<file path="src/rtl/serdesphy_rx_word_aligner_pkg.sv">
// rtl/serdesphy_rx_word_aligner_pkg.sv - shared FSM encodings and defaults for the RX word aligner
package serdesphy_rx_word_aligner_pkg;

  typedef enum logic [1:0] {
    ST_HUNT    = 2'd0,
    ST_CONFIRM = 2'd1,
    ST_LOCKED  = 2'd2
  } rx_state_t;

  localparam logic [7:0] SYNC_WORD_DEFAULT = 8'hBC;

endpackage

</file>
<file path="src/rtl/serdesphy_rx_holding_reg.sv">
// rtl/serdesphy_rx_holding_reg.sv - one-entry valid/ready word buffer with sticky overflow flag
module serdesphy_rx_holding_reg (
  input  logic       clk,
  input  logic       rst,
  input  logic       load,
  input  logic [7:0] load_data,
  input  logic       ready,
  input  logic       status_clear,
  output logic [7:0] data,
  output logic       valid,
  output logic       overflow
);

  logic transfer;

  assign transfer = valid & ready;

  always_ff @(posedge clk) begin
    if (rst) begin
      data     <= 8'h00;
      valid    <= 1'b0;
      overflow <= 1'b0;
    end else begin
      if (load && (!valid || transfer)) begin
        data  <= load_data;
        valid <= 1'b1;
      end else if (transfer) begin
        valid <= 1'b0;
      end
      // A set in the same cycle as a clear must win
      if (load && valid && !transfer) begin
        overflow <= 1'b1;
      end else if (status_clear) begin
        overflow <= 1'b0;
      end
    end
  end

endmodule

</file>
<file path="src/rtl/serdesphy_rx_word_aligner.sv">
// rtl/serdesphy_rx_word_aligner.sv - hunts for the sync pattern in the CDR bit stream and frames 8-bit words
module serdesphy_rx_word_aligner
  import serdesphy_rx_word_aligner_pkg::*;
#(
  parameter logic [7:0] SYNC_WORD     = SYNC_WORD_DEFAULT,
  parameter int         CONFIRM_COUNT = 2,
  parameter int         MAX_GAP       = 16,
  parameter bit         DROP_SYNC     = 1'b1
) (
  input  logic       clk,
  input  logic       rst,
  input  logic       rx_bit,
  input  logic       rx_bit_valid,
  input  logic       rx_word_ready,
  input  logic       rx_status_clear,
  output logic [7:0] rx_data_word,
  output logic       rx_word_valid,
  output logic       rx_locked,
  output logic       rx_overflow
);

  localparam logic [2:0] CONFIRM_TGT = 3'(CONFIRM_COUNT);
  localparam logic [7:0] GAP_TGT     = 8'(MAX_GAP);

  rx_state_t  state, state_next;
  logic [7:0] sr;
  logic [7:0] shifted;
  logic [2:0] bit_cnt;
  logic [2:0] confirm_cnt, confirm_inc;
  logic [7:0] gap_cnt, gap_inc;
  logic       boundary;
  logic       is_sync;
  logic       forward;

  assign shifted     = {rx_bit, sr[7:1]};
  assign is_sync     = (shifted == SYNC_WORD);
  assign boundary    = rx_bit_valid && (bit_cnt == 3'd7);
  assign confirm_inc = (confirm_cnt == 3'd7) ? confirm_cnt : confirm_cnt + 3'd1;
  assign gap_inc     = (gap_cnt == 8'hFF) ? gap_cnt : gap_cnt + 8'd1;

  always_ff @(posedge clk) begin
    if (rst) begin
      state <= ST_HUNT;
    end else begin
      state <= state_next;
    end
  end

  always_comb begin
    state_next = state;
    case (state)
      ST_HUNT: begin
        if (rx_bit_valid && is_sync) begin
          state_next = (CONFIRM_COUNT == 1) ? ST_LOCKED : ST_CONFIRM;
        end
      end
      ST_CONFIRM: begin
        if (boundary) begin
          if (!is_sync) begin
            state_next = ST_HUNT;
          end else if (confirm_inc >= CONFIRM_TGT) begin
            state_next = ST_LOCKED;
          end
        end
      end
      ST_LOCKED: begin
        if (boundary && !is_sync && (gap_inc >= GAP_TGT)) begin
          state_next = ST_HUNT;
        end
      end
      default: state_next = ST_HUNT;
    endcase
  end

  always_comb begin
    forward = 1'b0;
    if (state == ST_LOCKED && boundary) begin
      forward = !is_sync || (DROP_SYNC == 1'b0);
    end
  end

  always_ff @(posedge clk) begin
    if (rst) begin
      sr          <= 8'h00;
      bit_cnt     <= 3'd0;
      confirm_cnt <= 3'd0;
      gap_cnt     <= 8'd0;
      rx_locked   <= 1'b0;
    end else begin
      rx_locked <= (state_next == ST_LOCKED);
      if (rx_bit_valid) begin
        sr <= shifted;
      end
      if (state == ST_HUNT) begin
        if (rx_bit_valid && is_sync) begin
          bit_cnt     <= 3'd0;
          confirm_cnt <= 3'd1;
          gap_cnt     <= 8'd0;
        end
      end else if (rx_bit_valid) begin
        bit_cnt <= bit_cnt + 3'd1;
        if (boundary && state == ST_CONFIRM && is_sync) begin
          confirm_cnt <= confirm_inc;
        end
        if (boundary && state == ST_LOCKED) begin
          gap_cnt <= is_sync ? 8'd0 : gap_inc;
        end
      end
      // Falling back to HUNT restarts framing from scratch
      if (state != ST_HUNT && state_next == ST_HUNT) begin
        bit_cnt     <= 3'd0;
        confirm_cnt <= 3'd0;
        gap_cnt     <= 8'd0;
      end
    end
  end

  serdesphy_rx_holding_reg u_holding (
    .clk          (clk),
    .rst          (rst),
    .load         (forward),
    .load_data    (shifted),
    .ready        (rx_word_ready),
    .status_clear (rx_status_clear),
    .data         (rx_data_word),
    .valid        (rx_word_valid),
    .overflow     (rx_overflow)
  );

endmodule

</file>
<file path="config.mk">
export PLATFORM = sky130hd
export DESIGN_NAME = serdesphy_rx_word_aligner
export DESIGN_NICKNAME = d
export VERILOG_FILES = /design/src/rtl/serdesphy_rx_word_aligner_pkg.sv /design/src/rtl/serdesphy_rx_holding_reg.sv /design/src/rtl/serdesphy_rx_word_aligner.sv
export SDC_FILE = /design/constraint.sdc
export NUM_CORES = 1
export LEC_CHECK = 0
export CORE_ASPECT_RATIO = 0.75
export CORE_UTILIZATION = 30
export CTS_CLUSTER_DIAMETER = 150
export DETAILED_ROUTE_END_ITERATION = 16
export GPL_ROUTABILITY_DRIVEN = 0
export SLEW_MARGIN = 20
export SYNTH_ARGS = -nofsm -noshare
export SYNTH_HDL_FRONTEND = slang
export SYNTH_HIERARCHICAL = 1
export SYNTH_SLANG_ARGS = --single-unit
</file>
<file path="constraint.sdc">
create_clock -name clk -period 2.1 [get_ports clk]
set_input_delay 0.21 -clock clk [delete_from_list [all_inputs] [get_ports clk]]
set_output_delay 0.21 -clock clk [all_outputs]
set_load 0.03 [all_outputs]
</file>
==> results of run 1 <==
[worst paths after layout]
check | to | depth (start not counted)
worst max-delay path | confirm_cnt[0]$_SDFFE_PP0P_ | 8
worst min-delay path | u_holding/data[1]$_SDFFE_PP0P_ | 2
worst max register to register | confirm_cnt[0]$_SDFFE_PP0P_ | 8
worst min register to register | u_holding/data[1]$_SDFFE_PP0P_ | 2
[metal layers]
| layer | track usage, % | up-vias | wire length [um] |
|---|---|---|---|
| li1 | - | 708 | - |
| met1 | 19.6 | 634 | 1970 |
| met2 | 17.6 | 27 | 1400 |
| met3 | 4.03 | 4 | 158 |
| met4 | 6.55 | 0 | 49 |
| met5 | 0 | - | 0 |
[critical path: cells and delay by family (launching register included)]
kind / cells / cell delay [ns]
compound gates: 3 / 0.42
fa+ha+maj: 3 / 0.71
buf+inv: 1 / 0.16
flops: 1 / 0.36
simple gates: 1 / 0.18
[synthesized netlist by cell type (all sizes together) (4+ instances only)]
library cell | instances | share of area (%)
a21oi | 7 | 2.0
buf | 6 | 2.2
dfxtp | 34 | 39
ha | 4 | 2.9
inv | 6 | 1.3
mux2i | 16 | 9.3
nand2 | 9 | 2.0
nand2b | 16 | 5.8
nand3 | 9 | 2.6
nand4 | 4 | 1.4
nor2 | 17 | 3.7
nor2b | 4 | 2.0
nor3b | 4 | 2.6
[state kept, by name, summed over array words and instances, names as in the netlist]
| register | count |
|---|---|
| confirm_cnt | 3 |
| u_holding/data | 8 |
| gap_cnt | 8 |
| rx_locked | 1 |
| sr | 7 |
| bit_cnt | 3 |
| u_holding/valid | 1 |
| u_holding/overflow | 1 |
| state | 2 |
[cell families after synthesis]
family | after synthesis
AND/OR/NAND/NOR | 75
flip-flops | 34
AO/OA/AOI/OAI | 33
buffers and inverters | 16
multiplexers | 16
adder cells (fa/ha/maj) | 5
XOR/XNOR | 3
[final cells by class]
class	instances	area [um2]	area share, %
clock buffer	6	82.6	3.83
clock inverter	2	12.5	0.581
inverter	7	26.3	1.22
multi-input combinational	132	975	45.3
sequential	34	681	31.6
tap	75	93.8	4.36
timing repair buffer	29	283	13.1
[power groups by stage]
stage               logic [mW]  registers, mW  clock network (mW)
finish                  0.0547          0.650               0.500
global route            0.0588          0.650               0.548
CTS                     0.0553          0.650               0.516
detailed placement      0.0552          0.665                   0
global placement        0.0550          0.664                   0
floorplan               0.0275          0.663                   0
==> key figures, run 1 <==
Status
  – Status: complete, no violations

Global route
  – Largest net degree at the start of global routing: 19
  – Initial antenna violation count: 0
  – First-pass GRT wire length: 6020 um
  – Overall global routing resource usage: 13.5%
  – Vias in the first global route: 1,250
  – Total grt overflow: 0

Yosys
  – YS warnings: 6
  – Complex-gate fraction of the synthesized area: 16.6%
  – Synth Instances: 182
  – Syn_area_per_cell: 9.51 um2
  – Post-synth EDFFs: 0
  – Ys flop type: dfxtp_1
  – Synth unique cells: 50
  – Register area share after synthesis: 39.3%
  – Adder-cell share of the synthesized area: 3.54%
  – Seq cells post-synth: 34
  – Syn Nets: 192
  – Mux contribution to synthesized area: 9.26%
  – Largest family of logic cells by synthesized area: simple AND/OR/NAND/NOR gates
  – XOR/XNOR share of the synthesized area: 1.52%
  – Post-Syn Area: 1730 um2
  – Simple-gate portion of the synthesized area: 25.4%
  – Asr flop ratio synth: 0%

Worst setup path
  – Critical path origin: bit_cnt[0]$_SDFFE_PP0P_
  – Endpoint class of the critical path: flop
  – Critical path required time: 2.25 ns
  – Slowest CP cell: dfxtp_1
  – Startpoint Class: flop
  – Reg2reg start: bit_cnt[0]$_SDFFE_PP0P_
  – CP most frequent cell: ha_1
  – CP arrival: 2.12 ns
  – Critical path type: flop to flop
  – Crit path max fanout: 5
  – CP Cell Sequence: ha_1 -> ha_1 -> nand2_1 -> a21o_1 -> maj3_2 -> o21bai_4 -> buf_4 -> a211oi_2
  – Crit path largest cell delay: 0.36 ns
  – R2R setup slack: 0.14 ns

Route
  – Routed len/inst: 12.6 um
  – Remaining DRCs: 0
  – Total Wirelength: 3580 um
  – Drt initial violations: 80
  – Drt pass-1 iters: 4
  – Via count: 1,373
  – DRT antenna net count: 0
  – Via density: 4.82

Pwr
  – Switching share of power: 22.0%
  – PwrDens: 560 nW/um2
  – Comb pwr share: 4.5%
  – Clock share of power: 41.5%
  – Sequential power share: 53.9%
  – Leak: 0.763 nW
  – Design Power: 1.20 mW
  – Switch Pwr: 0.265 mW
  – Worst VDD drop: 0.000214 V
  – Pint: 0.940 mW

Clock tree
  – Worst-skew pair later-pin latency: 0.29 ns
  – H-tree depth: 2
  – CTS clk-pin slew, worst paths: 0.07 ns
  – Root buffer cell: clkbuf_8
  – Post-CTS Setup Inserts: 0
  – Total CTS buffers: 5
  – TritonCTS clock tree: yes
  – Cts hold-fix bufs: 0
  – Post-CTS sizing: 0
  – Clock buffer depth: 2
  – Clock Sinks: 34

Placed design
  – Placed inst area: 2060 um2
  – DP HPWL: 2590 um
  – I/O Buffers: 16
  – Setup WS pre-CTS: 0.0214 ns
  – Cells after DPL: 277

Worst hold path
  – Hold Path Class: flop to flop
  – Hold Startpoint: u_holding/data[1]$_SDFFE_PP0P_

Cells and area
  – Non-Filler Instances: 285
  – Share of cells above drive strength 1: 16.2%
  – Nets: 219
  – Core Util, Final: 39.6%
  – Diodes inserted: 0
  – Fill cells: 541
  – Commonest non-fill, non-tap cell in the layout: dfxtp_1
  – Most frequent cells in the layout: dfxtp_1 (34), nor2_1 (17), mux2i_1 (16), clkdlybuf4s50_1 (16), nand2b_1 (16)
  – Layout area overhead: 24.4%
  – Finished Cell Area: 2150 um2

STA
  – Setup_tns: 0 ns
  – Tmin final: 1.96 ns
  – Slew headroom: 68.6%
  – Clock Skews: 0.00769 ns
  – Final hold vios: 0
  – Final WS setup: 0.137 ns
  – Worst hold slack: 0.474 ns
  – Slew Limit Fails: 0
  – Period utilisation layout: 93.5%
  – Worst-Margin Slew: 0.466 ns
  – RSZ-0062 raised after global routing: no
  – Final setup viols: 0
  – Fmax: 509 MHz

Die
  – Height of the die: 67.8 um
  – CORE AREA: 5440 um2
  – Die area: 6080 um2
  – Starting Density: 31.8%
  – Row count: 23
  – Die X: 89.7 um
  – IO Count: 17

Run
  – Max Cap Viol: 0
Note: power is estimated with default switching activity, not from simulation.
==> inputs of run 2 (changes only) <==
--- a/config.mk
+++ b/config.mk
@@ -5,11 +5,13 @@
 export SDC_FILE = /design/constraint.sdc
 export NUM_CORES = 1
 export LEC_CHECK = 0
+export ABC_AREA = 1
 export CORE_ASPECT_RATIO = 0.75
 export CORE_UTILIZATION = 30
 export CTS_CLUSTER_DIAMETER = 150
 export DETAILED_ROUTE_END_ITERATION = 16
 export GPL_ROUTABILITY_DRIVEN = 0
+export MAX_ROUTING_LAYER = met4
 export SLEW_MARGIN = 20
 export SYNTH_ARGS = -nofsm -noshare
 export SYNTH_HDL_FRONTEND = slang
==> run 2 against run 1 <==
Effect of this change: core utilization is 0.85 points lower; clock-buffer cell count up 2; global-route usage increased by 0.13 points; final cell count rose by 24%; flip-flop and latch count did not move; total power rose by 6.2%; largest cell class unchanged; highest routed layer unchanged.
==> key figures, run 2 <==
Die
  – Die X: 91.0 um (was 89.7 um)
  – CORE AREA: 5530 um2 (was 5440 um2)
  – IO Count: 17 (unchanged)
  – Row count: 23 (unchanged)
  – Die area: 6260 um2 (was 6080 um2)
  – Height of the die: 68.8 um (was 67.8 um)
  – Starting Density: 32.3% (was 31.8%)

Yosys
  – Synth Instances: 251 (was 182)
  – Post-Syn Area: 1780 um2 (was 1730 um2)
  – Cell taking the most area after synthesis: dfxtp_1 (unchanged)
  – Seq cells post-synth: 34 (unchanged)
  – Syn_area_per_cell: 7.10 um2 (was 9.51 um2)
  – Post-synth EDFFs: 0 (unchanged)
  – YS warnings: 6 (unchanged)
  – Top cells by count, synth: nor2_1 (43), nand2_1 (37), dfxtp_1 (34) (was dfxtp_1 (34), nor2_1 (17), mux2i_1 (16), nand2b_1 (16))
  – Share of the synthesized area in the top cell type: 38.2% (was 39.3%)
  – Register area share after synthesis: 38.2% (was 39.3%)
  – Synth unique cells: 29 (was 50)
  – Ranking of synthesized cells by area: dfxtp_1 (38%), nor2_1 (9.1%), nand2_1 (7.8%), a21oi_1 (7.3%), inv_1 (6.9%) (was dfxtp_1 (39%), mux2i_1 (9.3%), nand2b_1 (5.8%), nor2_1 (3.7%), ha_1 (2.9%))
  – Ys flop type: dfxtp_1 (unchanged)
  – Syn Nets: 261 (was 192)
  – Asr flop ratio synth: 0% (unchanged)
  – Most common cell in the netlist: nor2_1 (was dfxtp_1)

Clock tree
  – Total CTS buffers: 5 (unchanged)
  – Worst-skew pair later-pin latency: 0.29 ns (about the same)
  – Clock buffer depth: 2 (unchanged)
  – CTS clk-pin slew, worst paths: 0.07 ns (about the same)
  – H-tree depth: 2 (unchanged)
  – Post-CTS Setup Inserts: 0 (unchanged)
  – Root buffer cell: clkbuf_8 (unchanged)
  – Cts hold-fix bufs: 0 (unchanged)
  – TritonCTS clock tree: yes (unchanged)
  – Post-CTS sizing: 0 (unchanged)
  – Clock Sinks: 34 (unchanged)

Route
  – DRT antenna net count: 0 (unchanged)
  – Via count: 1,615 (was 1,373)
  – Routed len/inst: 10.4 um (was 12.6 um)
  – Via density: 4.59 (was 4.82)
  – Total Wirelength: 3650 um (was 3580 um)
  – Remaining DRCs: 0 (unchanged)
  – Drt initial violations: 70 (was 80)
  – Drt pass-1 iters: 4 (unchanged)

STA
  – Final setup viols: 0 (unchanged)
  – Final hold vios: 0 (unchanged)
  – Slew Limit Fails: 0 (unchanged)
  – Setup_tns: 0 ns (unchanged)
  – Clock Skews: 0.00693 ns (was 0.00769 ns)
  – Slew headroom: 61.8% (was 68.6%)
  – Tmin final: 1.79 ns (was 1.96 ns)
  – Period utilisation layout: 85.0% (was 93.5%)
  – Fmax: 560 MHz (was 509 MHz)
  – RSZ-0062 raised after global routing: no (unchanged)
  – Worst-Margin Slew: 0.572 ns (was 0.466 ns)

Pwr
  – Switch Pwr: 0.274 mW (was 0.265 mW)
  – Design Power: 1.28 mW (was 1.20 mW)
  – Sequential power share: 51.7% (was 53.9%)
  – Pint: 1.01 mW (was 0.940 mW)
  – Worst VDD drop: 0.000254 V (was 0.000214 V)
  – Clock share of power: 44.2% (was 41.5%)
  – PwrDens: 598 nW/um2 (was 560 nW/um2)
  – Leak: 0.846 nW (was 0.763 nW)
  – Comb pwr share: 4.2% (was 4.5%)
  – Switching share of power: 21.4% (was 22.0%)

Cells and area
  – Area of the multi-input gates: 912 um2 (was 975 um2)
  – Share of cells above drive strength 1: 13.7% (was 16.2%)
  – Core Util, Final: 38.7% (was 39.6%)
  – Commonest non-fill, non-tap cell in the layout: nor2_1 (was dfxtp_1)
  – Most frequent cells in the layout: nor2_1 (43), nand2_1 (37), dfxtp_1 (34) (was dfxtp_1 (34), nor2_1 (17), mux2i_1 (16), clkdlybuf4s50_1 (16), nand2b_1 (16))
  – Top Registers: gap_cnt (8), u_holding/data (8), sr (7) (unchanged)
  – Finished Cell Area: 2140 um2 (was 2150 um2)
  – Diodes inserted: 0 (unchanged)
  – Reg area: 681 um2 (unchanged)
  – Layout area overhead: 20.1% (was 24.4%)
  – Fill cells: 595 (was 541)
  – Nets: 286 (was 219)

Run
  – Max Cap Viol: 0 (unchanged)

Worst hold path
  – Hold Path Class: flop to flop (unchanged)
  – WHS Path Cells: 2 (unchanged)

Worst setup path
  – Worst Reg2Reg Path Length in Cells: 9 (was 8)
  – Critical path type: flop to flop (unchanged)
  – Crit path max fanout: 19 (was 5)
  – Endpoint class of the critical path: flop (unchanged)
  – CP arrival: 1.97 ns (was 2.12 ns)
  – Critical path required time: 2.28 ns (was 2.25 ns)
  – Startpoint Class: flop (unchanged)

Global route
  – Total grt overflow: 0 (unchanged)
  – Largest net degree at the start of global routing: 20 (was 19)
  – Overall global routing resource usage: 13.6% (was 13.5%)
  – Initial antenna violation count: 0 (unchanged)
  – First-pass GRT wire length: 6380 um (was 6020 um)
  – Vias in the first global route: 1,435 (was 1,250)

Placed design
  – DP HPWL: 2750 um (was 2590 um)
  – Placed inst area: 2030 um2 (was 2060 um2)
  – I/O Buffers: 16 (unchanged)

Status
  – Status: complete, no violations (unchanged)
run 2: changes by cell type in the layout (fill, tap and decap cells not counted), moves of 4 or more:
cell and change:
nor2_1 +26, buf_4 -4, a21oi_1 +19, nand3_1 +9, o21ai_0 +10, nor2_2 +10, mux2i_1 -16, nand2b_1 -16
inv_1 +27, nand2_1 +28
run 2: critical path, stage by stage (launching register included):
cell	delay, ns
dfxtp_1	0.35
ha_1	0.16
ha_1	0.14
nand2_1	0.07
inv_1	0.12
nand3_1	0.11
inv_1	0.45
nand3_1	0.15
nand2_1	0.09
nor2_1	0.04
run 2: cell type report:
| cell class | count | area share [%] |
|---|---|---|
| inverter | 35 | 6.14 |
| clock buffer | 8 | 5.14 |
| timing repair buffer | 23 | 9.94 |
| tap | 75 | 4.38 |
| sequential | 34 | 31.8 |
| multi-input combinational | 177 | 42.6 |
run 2: metrics by stage:
stage / hold WS, ns / std cells / setup slack (ns)
global placement: 0.462 / 344 / 0.0977
floorplan: 0.279 / 251 / 0.430
CTS: 0.479 / 352 / 0.312
global route: 0.510 / 352 / 0.0633
detailed placement: 0.469 / 344 / 0.0212
finish: 0.469 / 352 / 0.315
run 2: routing by layer:
layer / wire [um] / vias up / global-route usage [%] / part of all wire, %
li1: - / 857 / - / -
met1: 2060 / 729 / 17.8 / 56
met3: 151 / 7 / 4.06 / 4.1
met2: 1370 / 22 / 19.5 / 38
met5: 0 / - / - / 0
met4: 69 / 0 / 6.15 / 1.9
run 2: power by group through the flow:
stage                     Sequential [mW]  Combinational [mW]  Clock [mW]
final                               0.661              0.0533       0.565
after global routing                0.662              0.0613       0.617
after CTS                           0.661              0.0537       0.591
after detailed placement            0.676              0.0535           0
after global placement              0.676              0.0533           0
after floorplan                     0.674              0.0371           0
run 2: logic make-up (layout without fill, tap and decap cells):
logic type	Yosys count	in the layout	synth area share, %
DFF	34	34	38.2
and+or+nand+nor	123	123	32.2
AOI/OAI and AO/OA	48	48	15.2
adders and majority gates	4	4	2.81
xor gates and xnor gates	2	2	0.983
buffers and inverters	40	66	10.7
run 2: worst paths after layout:
path	start	to	slack, ns
worst min register to register	u_holding/overflow$_SDFFE_PP0P_	u_holding/overflow$_SDFFE_PP0P_	0.47
worst min-delay path	u_holding/overflow$_SDFFE_PP0P_	u_holding/overflow$_SDFFE_PP0P_	0.47
worst max register to register	bit_cnt[0]$_SDFFE_PP0P_	u_holding/data[1]$_SDFFE_PP0P_	0.31
worst max-delay path	bit_cnt[0]$_SDFFE_PP0P_	u_holding/data[1]$_SDFFE_PP0P_	0.31
